--- src/rtl/riscvsys_memcpy_init.sv ---
// Word-granular memory-to-memory copy engine; initiator on the picorv32 native
// memory bus. Alternates one read and one write per word, with a stall timeout.
module riscvsys_memcpy_init #(
    parameter int LEN_W          = 16,
    parameter int TIMEOUT_CYCLES = 1024
) (
    input  logic             i_clk,
    input  logic             i_rst,
    input  logic             i_start,
    input  logic [31:0]      i_src,
    input  logic [31:0]      i_dst,
    input  logic [LEN_W-1:0] i_len,
    output logic             o_busy,
    output logic             o_done,
    output logic             o_err,
    output logic [LEN_W-1:0] o_words,
    output logic             o_mem_valid,
    output logic             o_mem_instr,
    input  logic             i_mem_ready,
    output logic [31:0]      o_mem_addr,
    output logic [31:0]      o_mem_wdata,
    output logic [3:0]       o_mem_wstrb,
    input  logic [31:0]      i_mem_rdata
);
    // Wait counter only needs to reach TIMEOUT_CYCLES-1; the abort fires on that edge.
    localparam int            TW      = (TIMEOUT_CYCLES > 1) ? $clog2(TIMEOUT_CYCLES) : 1;
    localparam logic [TW-1:0] TO_LAST = TW'((TIMEOUT_CYCLES > 0) ? TIMEOUT_CYCLES - 1 : 0);
    localparam bit            TO_EN   = (TIMEOUT_CYCLES > 0);

    typedef enum logic [1:0] {S_IDLE, S_READ, S_WRITE, S_FINISH} state_t;

    state_t            r_state, w_state_nxt;
    logic [31:0]       r_src, w_src_nxt;
    logic [31:0]       r_dst, w_dst_nxt;
    logic [LEN_W-1:0]  r_rem, w_rem_nxt;
    logic [LEN_W-1:0]  r_words, w_words_nxt;
    logic [31:0]       r_data, w_data_nxt;
    logic [TW-1:0]     r_wait, w_wait_nxt;
    logic              r_busy, w_busy_nxt;
    logic              r_done, w_done_nxt;
    logic              r_err, w_err_nxt;
    logic              r_valid, w_valid_nxt;
    logic [31:0]       r_addr, w_addr_nxt;
    logic [3:0]        r_wstrb, w_wstrb_nxt;
    logic              w_xfer;
    logic              w_tmo;

    assign w_xfer = r_valid && i_mem_ready;
    assign w_tmo  = TO_EN && r_valid && !i_mem_ready && (r_wait == TO_LAST);

    always_comb begin
        w_state_nxt = r_state;
        w_src_nxt   = r_src;
        w_dst_nxt   = r_dst;
        w_rem_nxt   = r_rem;
        w_words_nxt = r_words;
        w_data_nxt  = r_data;
        w_wait_nxt  = r_wait;
        w_busy_nxt  = r_busy;
        w_done_nxt  = 1'b0;
        w_err_nxt   = r_err;
        w_valid_nxt = r_valid;
        w_addr_nxt  = r_addr;
        w_wstrb_nxt = r_wstrb;

        // Stall bookkeeping; a completing transfer below overrides this path.
        if (r_valid && !i_mem_ready) begin
            if (w_tmo) begin
                w_valid_nxt = 1'b0;
                w_err_nxt   = 1'b1;
                w_state_nxt = S_FINISH;
            end else if (TO_EN) begin
                w_wait_nxt = r_wait + 1'b1;
            end
        end

        unique case (r_state)
            S_IDLE: begin
                if (i_start) begin
                    w_src_nxt   = i_src;
                    w_dst_nxt   = i_dst;
                    w_rem_nxt   = i_len;
                    w_words_nxt = '0;
                    w_err_nxt   = 1'b0;
                    w_wait_nxt  = '0;
                    w_busy_nxt  = 1'b1;
                    if ((i_src[1:0] != 2'b00) || (i_dst[1:0] != 2'b00)) begin
                        w_err_nxt   = 1'b1;
                        w_state_nxt = S_FINISH;
                    end else if (i_len == '0) begin
                        w_state_nxt = S_FINISH;
                    end else begin
                        w_state_nxt = S_READ;
                        w_valid_nxt = 1'b1;
                        w_addr_nxt  = i_src;
                        w_wstrb_nxt = 4'h0;
                    end
                end
            end
            S_READ: begin
                if (w_xfer) begin
                    w_data_nxt  = i_mem_rdata;
                    w_src_nxt   = r_src + 32'd4;
                    w_wait_nxt  = '0;
                    w_addr_nxt  = r_dst;
                    w_wstrb_nxt = 4'hF;
                    w_state_nxt = S_WRITE;
                end
            end
            S_WRITE: begin
                if (w_xfer) begin
                    w_dst_nxt   = r_dst + 32'd4;
                    w_words_nxt = r_words + 1'b1;
                    w_rem_nxt   = r_rem - 1'b1;
                    w_wait_nxt  = '0;
                    w_wstrb_nxt = 4'h0;
                    if (r_rem == LEN_W'(1)) begin
                        w_valid_nxt = 1'b0;
                        w_state_nxt = S_FINISH;
                    end else begin
                        w_addr_nxt  = r_src;
                        w_state_nxt = S_READ;
                    end
                end
            end
            S_FINISH: begin
                w_done_nxt  = 1'b1;
                w_busy_nxt  = 1'b0;
                w_valid_nxt = 1'b0;
                w_wstrb_nxt = 4'h0;
                w_state_nxt = S_IDLE;
            end
            default: w_state_nxt = S_IDLE;
        endcase
    end

    always_ff @(posedge i_clk or posedge i_rst) begin
        if (i_rst) begin
            r_state <= S_IDLE;
            r_src   <= '0;
            r_dst   <= '0;
            r_rem   <= '0;
            r_words <= '0;
            r_data  <= '0;
            r_wait  <= '0;
            r_busy  <= 1'b0;
            r_done  <= 1'b0;
            r_err   <= 1'b0;
            r_valid <= 1'b0;
            r_addr  <= '0;
            r_wstrb <= '0;
        end else begin
            r_state <= w_state_nxt;
            r_src   <= w_src_nxt;
            r_dst   <= w_dst_nxt;
            r_rem   <= w_rem_nxt;
            r_words <= w_words_nxt;
            r_data  <= w_data_nxt;
            r_wait  <= w_wait_nxt;
            r_busy  <= w_busy_nxt;
            r_done  <= w_done_nxt;
            r_err   <= w_err_nxt;
            r_valid <= w_valid_nxt;
            r_addr  <= w_addr_nxt;
            r_wstrb <= w_wstrb_nxt;
        end
    end

    assign o_busy      = r_busy;
    assign o_done      = r_done;
    assign o_err       = r_err;
    assign o_words     = r_words;
    assign o_mem_valid = r_valid;
    assign o_mem_instr = 1'b0;
    assign o_mem_addr  = r_addr;
    assign o_mem_wdata = r_data;
    assign o_mem_wstrb = r_wstrb;

endmodule

--- config.mk ---
export PLATFORM = sky130hd
export DESIGN_NAME = riscvsys_memcpy_init
export DESIGN_NICKNAME = d
export VERILOG_FILES = /design/src/rtl/riscvsys_memcpy_init.sv
export SDC_FILE = /design/constraint.sdc
export NUM_CORES = 1
export LEC_CHECK = 0
export ABC_AREA = 0
export ABC_CLOCK_PERIOD_IN_PS = 8150
export BUFFER_PORTS_ARGS = -buffer_cell sky130_fd_sc_hd__buf_2
export CAP_MARGIN = 20
export CORE_ASPECT_RATIO = 0.8
export CORE_MARGIN = 8
export CORE_UTILIZATION = 60
export CTS_CLUSTER_SIZE = 30
export DETAILED_ROUTE_END_ITERATION = 16
export PLACE_DENSITY = 0.85
export SETUP_SLACK_MARGIN = 0.05
export SLEW_MARGIN = 5
export SYNTH_ARGS = -nofsm -noshare
export SYNTH_HDL_FRONTEND = slang
export SYNTH_SLANG_ARGS = --single-unit
--- constraint.sdc ---
create_clock -name i_clk -period 8.15 [get_ports i_clk]
set_input_delay 0.4075 -clock i_clk [delete_from_list [all_inputs] [get_ports i_clk]]
set_output_delay 0.4075 -clock i_clk [all_outputs]
set_load 0.01 [all_outputs]
[Word-level counts from Yosys, hierarchy flattened]
Index checks and enable logic that the tools add are counted.
Storage, ports and cells
  register bits after elaboration: 180
  bits of input ports: 116
  output and inout port bits: 89
  logic and storage cells: 104
Operators by class
  $add $sub $neg: 5
  equal/unequal tests: 11
  multiplexer cells: 55
  reduce and logical (&&, ||, !) cells: 20
Operator list (number)
  $mux W32: 10
  $pmux W32 S2: 2
  $pmux W32 S3: 1
  $add A32 B3 Y32 const B: 2
  $mux W16: 4
  $pmux W16 S2: 2
  $mux W10: 4
  $mux W4: 5
  $pmux W10 S2: 1
  $add A16 B1 Y16 const B: 1
  $eq A16 B1 Y1 const B: 1
  $logic_not A16 Y1: 1
  $mux W2: 8
  $pmux W4 S4: 1
  $sub A16 B1 Y16 const B: 1
  $mux W1: 14
  $ne A2 B2 Y1 const B: 6
  $add A10 B1 Y10 const B: 1
  $eq A10 B10 Y1 const B: 1
  $reduce_bool A2 Y1: 5
  $pmux W2 S4: 1
  $reduce_and A7 Y1: 1
  $reduce_and A3 Y1: 2
  $reduce_and A5 Y1: 1
  other kinds (11): 15

[Depth between registers and ports, before layout]
Gate-level depths: netlist of the first run.
  depth after elaboration: 9
  gate-level depth with buffers: 10
  mapped depth without buffers: 7

[Worst setup path after synthesis of the first run]
OpenSTA, ideal clock, no wires.
  kind: reg-to-reg
  from: register r_state[0]
  to: register r_words[15] (netlist: o_words[15])
  setup time: 0.078 ns
  arrival time: 1.942 ns
  data required time: 8.072 ns
  path slack: 6.130 ns
  cell stages (with the launch flop): 9
  path buffers: 1
  clock period less this slack: 2.020 ns
  cells stage by stage: dfrtp_1 -> inv_1 -> ha_1 -> nor2b_1 -> buf_2 -> a211oi_4 -> nand4_2 -> or4_1 -> a21oi_1
Between the ends
  longest elaborated chain between the ends: 3
  elaborated cells between the ends (all ways): 7
  classes of those cells: eq/ne (3); mux (1); reduce/logical (3)
RTL lines
  start, declared: line 32  | state_t r_state, w_state_nxt;
  start signal, assigned: line 153  | r_state <= w_state_nxt;
  $eq A2 B2 Y1 or $logic_not A2 Y1 (tied branches): line 77  | unique case (r_state)
  $ne A2 B2 Y1 (no source line) or $reduce_bool A2 Y1 (tied branches)
  $reduce_and A3 Y1 (no source line)
  end signal, assigned: line 157  | r_words <= w_words_nxt;
  end, declared: line 36  | logic [LEN_W-1:0] r_words, w_words_nxt;
Parallel ways exist; a longest one is shown, timed or not.
A chain may end at the register's enable or synchronous reset.

[Final worst setup path of the first run]
  from: register r_state[1]
  to: register r_src[21]
Between the ends
  longest elaborated chain between the ends: 3
  elaborated cells between the ends (all ways): 7
  classes of those cells: eq/ne (3); mux (1); reduce/logical (3)
RTL lines
  $eq A2 B1 Y1 or $logic_not A2 Y1 (tied branches): line 77
  $ne A2 B2 Y1 (no source line) or $reduce_bool A2 Y1 (tied branches)
  $reduce_and A3 Y1 (no source line)
  end signal, assigned: line 154  | r_src <= w_src_nxt;
  end, declared: line 33  | logic [31:0] r_src, w_src_nxt;
Parallel ways exist; a longest one is shown, timed or not.

==> summary.md, run 1 <==
| Metric | Value |
|---|---|
| Post-synth EDFFs | 0 |
| Die height | 132 um |
| Leakage | 5.26 nW |
| IO Port Bufs | 203 |
| Crit Path Max Fanout | 50 |
| Proportion of netlist area held by the largest area contributor | 0.440 |
| Cell taking the most area after synthesis | dfrtp_1 |
| Cell count after synthesis | 1046 |
| Worst-Skew Late Latency | 0.44 ns |
| First-pass GRT wire length | 44.6 mm |
| Synth cell types | 75 |
| Fin cells | 1438 |
| Layout area overhead | 16.2% |
| Mapped Nets | 1172 |
| # DRC | 0 |
| CP Cell Sequence | inv_1 -> ha_2 -> buf_4 -> nor2_1 -> a211o_1 -> o41ai_1 -> a2bb2oi_1 |
| Final hold viol count | 0 |
| DRT iter0 DRCs | 1009 |
| Crit path required time | 8.50 ns |
| Vias | 9026 |
| CTS Buf Count | 17 |
| TritonRoute pass-1 iters | 8 |
| Row count | 42 |
| Synth cell count leaders | 177 x dfrtp_1, 117 x a21oi_1, 85 x nor2_1 |
| Final min period | 3.40 ns |
| Seq/Total Area, Yosys | 0.440 |
| Pwr Density | 407 nW/um2 |
| Fmax | 294 MHz |
| Dominant synthesized flop cell | dfrtp_1 |
| Grt ovf | 0 |
| Placer congestion estimate | 0.940 |
| Fin nets | 1329 |
| Worst slew pin tran | 1.09 ns |
| Largest delay share family, worst path | compound AO/OA/AOI/OAI gates |
| CP Launch Type | register |
| Clock buffer depth | 2 |
| CP max stage delay | 0.78 ns |
| Die W | 161 um |
| # Max-Cap Violations | 0 |
| Post-CTS Resized | 0 |
| Total Wirelength | 27.8 mm |
| Final setup vio count | 0 |
| RSZ-0062 raised after global routing | no |
| Mapped Area | 10100 um2 |
| Sink Count | 177 |
| CTS tree | done |
| Vias per inst | 6.28 |
| FF+latch count, synth | 177 |
| Period Utilization, post-route | 0.417 |
| Max transition margin | 0.268 |
| Vias in the first global route | 8489 |
| Crit Path Category | register to register |
| Synth warn | 0 |
| Placed cell count | 1400 |
| Initial Util | 0.611 |
| DIE AREA | 21200 um2 |
| Core Region | 16500 um2 |
| Largest net degree at the start of global routing | 84 |
| Setup Skew | 0.0113 ns |
| Worst Path Arrival | 3.75 ns |
| Number of H-tree levels | 4 |
| Share of layout cells above drive strength 1 | 0.282 |
| Min-delay worst type | input port to register |
| Count leader, synth | dfrtp_1 |
| Root Driver | clkbuf_16 |
| Worst-path clk slew | 0.07 ns |
| Worst IR drop on VDD | 291 uV |
| Initial antenna violation count | 3 |
| Slowest CP cell | ha_2 |
| HPWL after DPL | 19.4 mm |
| I/O pin count | 205 |
| TNS Setup | 0 ns |
| Top cells by area, synth | dfrtp_1 44%, a21oi_1 5.8%, mux2_4 4.5%, mux2_2 3.9%, nor2_1 3.2% |
| Crit end category | register |
| Post-synthesis async set-or-reset flop share | 1.00 |
| DR WL/cell | 19.4 um |
| GRT Total Usage | 0.254 |
| Slew Viols, Final | 0 |
| Status | finished clean |
| Final antenna-violating net count | 0 |
| WP buf/inv | 2 |
| Post-Syn Area per Cell | 9.63 um2 |
per-stage QoR:
| stage | instance area, um2 | worst slack [ns] | util | total power, mW | hold WS, ns |
|---|---|---|---|---|---|
| finish | 11700 | 4.75 | 0.710 | 4.76 | 0.197 |
| global placement | 11100 | 5.01 | 0.670 | 3.80 | 0.433 |
| floorplan | 10100 | 2.94 | - | 3.37 | 0.466 |
| CTS | 11700 | 4.85 | 0.706 | 4.72 | 0.183 |
| global route | 11700 | 4.65 | 0.710 | 5.07 | 0.178 |
| detailed placement | 11100 | 4.87 | 0.670 | 3.88 | 0.441 |
report_power, final:
| group | switching, mW | internal (mW) |
|---|---|---|
| Clock | 0.381 | 0.439 |
| Sequential | 0.420 | 1.22 |
| Combinational | 1.28 | 1.02 |
| Total | 2.08 | 2.68 |
cell type report:
type / instances / area [um2]
clock inverters: 14 / 145
well taps: 220 / 275
repair buffers: 215 / 1140
clock buffers: 18 / 439
diodes: 2 / 5.00
fillers: 1254 / 4790
inverters: 15 / 61.3
multi-input cells: 777 / 5220
flip-flops and latches: 177 / 4430
per-layer routing:
metal	global-route usage	vias up	share of wire
met1	0.335	4289	0.42
met3	0.0730	51	0.090
met2	0.393	453	0.47
met5	0	-	0.00036
met4	0.0898	2	0.021
li1	-	4231	-
registers in the layout (all words and copies together), names as in the netlist:
signal / cells
o_busy: 1
o_mem_wdata: 32
o_mem_valid: 1
r_src: 32
o_words: 16
o_done: 1
r_dst: 32
r_wait: 10
r_rem: 16
r_state: 2
o_err: 1
o_mem_addr: 32
o_mem_wstrb: 1
what timing repair did:
item / in CTS / in global routing
buffers inserted: 0 / 0
hold buffers: 1 / 0
hold endpoints to repair: 41 / 0
cells by family (layout without fill, tap and decap cells):
| group | count (synthesis) | after routing | share of synthesized area |
|---|---|---|---|
| compound gates | 319 | 319 | 0.200 |
| mux | 82 | 82 | 0.101 |
| xor+xnor | 11 | 11 | 0.00956 |
| fa+ha+maj | 10 | 10 | 0.0124 |
| other cells | 1 | 3 | 0.000372 |
| simple gates | 354 | 354 | 0.192 |
| buf+inv | 92 | 262 | 0.0450 |
| flops | 177 | 177 | 0.440 |
final timing paths:
kind | endpoint | from | depth (start not counted) | slack (ns)
max | r_src[21]$_DFFE_PP0P_ | r_state[1]$_DFF_PP0_ | 7 | 4.75
min in group asynchronous | o_mem_wdata[5]$_DFFE_PP0P_ | i_rst | 3 | 0.54
min reg2reg | o_mem_wdata[22]$_DFFE_PP0P_ | o_mem_wdata[22]$_DFFE_PP0P_ | 1 | 0.50
min | o_mem_wdata[4]$_DFFE_PP0P_ | i_mem_rdata[4] | 2 | 0.20
max in group asynchronous | r_src[4]$_DFFE_PP0P_ | i_rst | 6 | 5.83
max reg2reg | r_src[21]$_DFFE_PP0P_ | r_state[1]$_DFF_PP0_ | 7 | 4.75
placed cells by master (no fill, tap or decap), types with 4 or more instances in the layout:
cell type  Yosys  final
mux2_2        35     35
nand3_1       45     45
buf_4          5      8
nor2b_1        4      4
or4_1          7      7
and4_1         8      8
nor3_1        18     18
buf_2         19    204
a22oi_1       32     32
nor4_1         7      7
a2bb2oi_1     14     14
o22a_1         5      5
a211o_1        6      6
nand4_1       32     32
or3_1          7      7
a31oi_1        5      5
o22ai_1       39     39
a22o_1        11     11
xor2_1         8      8
and2_1         8      8
mux2i_1       17     17
o221a_2        4      4
nand2_1       84     84
mux2_4        30     30
a21oi_1      117    117
ha_1          10      7
inv_6          0      6
o21ai_0       50     50
nor4_4         5      5
clkbuf_16      0     17
a21o_1         5      5
and3_1        15     15
dfrtp_1      177    177
nor2_1        85     85
inv_1         15     14
Note: power is estimated with default switching activity, not from simulation.
==> inputs of run 2 (changes only) <==
ABC_CLOCK_PERIOD_IN_PS = 3100   (was 8150)
CORE_UTILIZATION = 50   (was 60)
PLACE_DENSITY = 0.76   (was 0.85)
clock period = 3.1 ns   (was 8.15 ns; I/O delays follow)
==> summary.md, run 2 (synthesis results as in run 1) <==
| Metric | Value |
|---|---|
| Final min period | 2.69 ns (-0.702 ns) |
| Setup WS post-layout | 0.406 ns (-4.35 ns) |
| Final hold viol count | 0 (unchanged) |
| CTS tree | done |
| Setup Skew | 0.0115 ns (+0.000223 ns) |
| Status | finished clean |
| Placed Instance Area | 11300 um2 (+1.8%) |
| Clock share of power | 0.171 (about the same) |
| Sink Count | 177 (unchanged) |
| Fin area | 12200 um2 (+4.5%) |
| Busiest grt layer | met2 |
| Initial antenna violation count | 3 (unchanged) |
| Root Driver | clkbuf_16 |
| Worst R2R End | r_src[12]$_DFFE_PP0P_ |
| DR WL/cell | 20.1 um (+3.6%) |
| Final antenna-violating net count | 0 (unchanged) |
| Vias | 9227 (+2.2%) |
| DRT iter0 DRCs | 1017 (+0.79%) |
| # DRC | 0 (unchanged) |
| Core Region | 19800 um2 (+20%) |
| Crit Path Max Fanout | 19 (-62%) |
| Met3 usage | 0.0702 (-0.00283) |
| Hold Path Cell Cnt | 3 (+1) |
| HP Start | i_len[11] |
| Crit end category | register |
| Filler cells | 1679 (+34%) |
| Total Wirelength | 30.6 mm (+10%) |
| Seq pwr share | 0.336 (-0.009) |
| Initial Util | 0.509 (-0.102) |
| Logic pwr share | 0.493 (+0.010) |
| Setup Buffers After CTS | 0 (unchanged) |
| Worst slew pin tran | 0.752 ns (-0.342 ns) |
| DIE AREA | 25000 um2 (+18%) |
| Vias per inst | 6.04 (-3.7%) |
| First-pass GRT wire length | 49.4 mm (+11%) |
| Clock buffer depth | 2 (unchanged) |
| Largest net degree at the start of global routing | 137 (+63%) |
| Max transition margin | 0.498 (+0.230) |
| Switching share of power | 0.440 (+0.00379) |
| Reg2reg path depth | 7 (unchanged) |
| Slew Viols, Final | 0 (unchanged) |
| Vias in the first global route | 9020 (+6.3%) |
| Leakage | 5.47 nW (+3.9%) |
| Most common cell after layout, fill and taps aside | buf_2 |
| Number of H-tree levels | 4 (unchanged) |
| Place WS | 0.443 ns (-4.43 ns) |
| Most frequent cells in the layout | 203 x buf_2, 177 x dfrtp_1, 117 x a21oi_1 |
| GRT Total Usage | 0.244 (-0.0107) |
| Crit Path Category | register to register |
| P_int | 7.20 mW (+170%) |
| Fmax | 371 MHz (+26%) |
| Multi-input gate area | 5220 um2 (unchanged) |
| Layout area overhead | 21.5% |
| GR Util met2 | 0.389 (-0.00401) |
| TritonRoute pass-1 iters | 6 (-2) |
| CP Launch Type | register |
| Worst-Skew Late Latency | 0.44 ns (about the same) |
| Met1 Use GR | 0.317 (-0.0188) |
| Period Utilization, post-route | 0.869 (+0.452) |
| Reg2Reg Launch Point | r_state[0]$_DFF_PP0_ |
| RSZ-0062 raised after global routing | no |
| Pwr Density | 1050 nW/um2 (+160%) |
| CTS Buf Count | 17 (unchanged) |
| Crit path required time | 3.43 ns (-5.07 ns) |
| Grt ovf | 0 (unchanged) |
| Die height | 143 um (+8.4%) |
| I/O pin count | 205 (unchanged) |
| # Max-Cap Violations | 0 (unchanged) |
| Worst Path Arrival | 3.02 ns (-0.73 ns) |
| Seq. cell area | 4430 um2 (unchanged) |
| R2R Setup Slk | 0.41 ns (-4.35 ns) |
| Die W | 175 um (+8.6%) |
| Final Util | 0.618 (-0.0914) |
| Switching power | 5.67 mW (+170%) |
| Worst-path clk slew | 0.07 ns (about the same) |
| Fin nets | 1373 (+3.3%) |
| TNS Setup | 0 ns (unchanged) |
| Placer congestion estimate | 0.858 (-8.7%) |
| Worst IR drop on VDD | 605 uV (+110%) |
| Min-delay worst type | input port to register |
| IO Port Bufs | 203 (unchanged) |
| Share of layout cells above drive strength 1 | 0.277 (-0.00509) |
| Hold endpoint | r_rem[11]$_DFFE_PP0P_ |
| Final setup vio count | 0 (unchanged) |
| Row count | 46 (+9.5%) |
| HPWL after DPL | 21.0 mm (+8.2%) |
[run 2: cell types whose count changed in the layout (fill, tap and decap cells not counted), sizes merged]
| cell | before | now |
|---|---|---|
| dlygate4sd3 | 1 | 39 |
| diode | 2 | 3 |
| inv | 22 | 23 |
| clkbuf | 18 | 17 |
| buf | 214 | 220 |
[run 2: stage by stage]
| stage | std cells | hold WS, ns | power [mW] |
|---|---|---|---|
| global placement | 1453 | 0.303 | 10.3 |
| global route | 1527 | 0.00594 | 13.8 |
| floorplan | 1046 | 0.279 | 8.85 |
| CTS | 1524 | 0.00315 | 12.8 |
| detailed placement | 1453 | 0.301 | 10.5 |
| finish | 1527 | 0.0131 | 12.9 |
[run 2: area by class of cell]
class                           count  share of cell area
Clock buffer                       17              0.0348
Sequential cell                   177               0.362
Timing Repair Buffer              259               0.131
Inverter                           15             0.00491
Multi-Input combinational cell    777               0.426
Antenna cell                        3            0.000613
Tap cell                          264              0.0270
Clock inverter                     15              0.0133
[run 2: worst max-delay path by stage]
stage | start | end | slack, ns | cells past startpoint
finish | r_state[0]$_DFF_PP0_ | r_src[12]$_DFFE_PP0P_ | 0.41 | 7
global route | r_state[0]$_DFF_PP0_ | r_src[12]$_DFFE_PP0P_ | 0.25 | 7
CTS | r_state[0]$_DFF_PP0_ | r_src[12]$_DFFE_PP0P_ | 0.44 | 7
detailed placement | r_state[0]$_DFF_PP0_ | r_src[12]$_DFFE_PP0P_ | 0.44 | 7
global placement | r_state[0]$_DFF_PP0_ | r_src[12]$_DFFE_PP0P_ | 0.54 | 7
floorplan | i_rst | o_busy$_DFFE_PP0P_ | 0.68 | 1
[run 2: repair_timing]
| item | 4_1_cts | 5_1_grt |
|---|---|---|
| endpoints found under the hold margin | 66 | 0 |
| hold buffers | 39 | 0 |
| resized for setup | 0 | 0 |
[run 2: layer usage]
layer,vias up,part of all wire
met4,0,0.018
li1,4340,-
met5,-,0
met3,39,0.078
met2,365,0.47
met1,4483,0.43
[run 2: critical path: stages, from the launching register on]
cell and delay (ns):
dfrtp_1 0.42, inv_1 0.14, ha_2 0.35, nor2b_1 0.60
a211o_1 0.61, buf_4 0.26, a21oi_1 0.05, a2bb2oi_1 0.16
[run 2: power by group through the flow]
stage	logic [mW]	registers, mW	clock network [mW]
finish	6.35	4.32	2.21
global route	6.97	4.45	2.34
CTS	6.31	4.28	2.23
detailed placement	6.24	4.30	0
global placement	6.07	4.27	0
floorplan	4.76	4.09	0
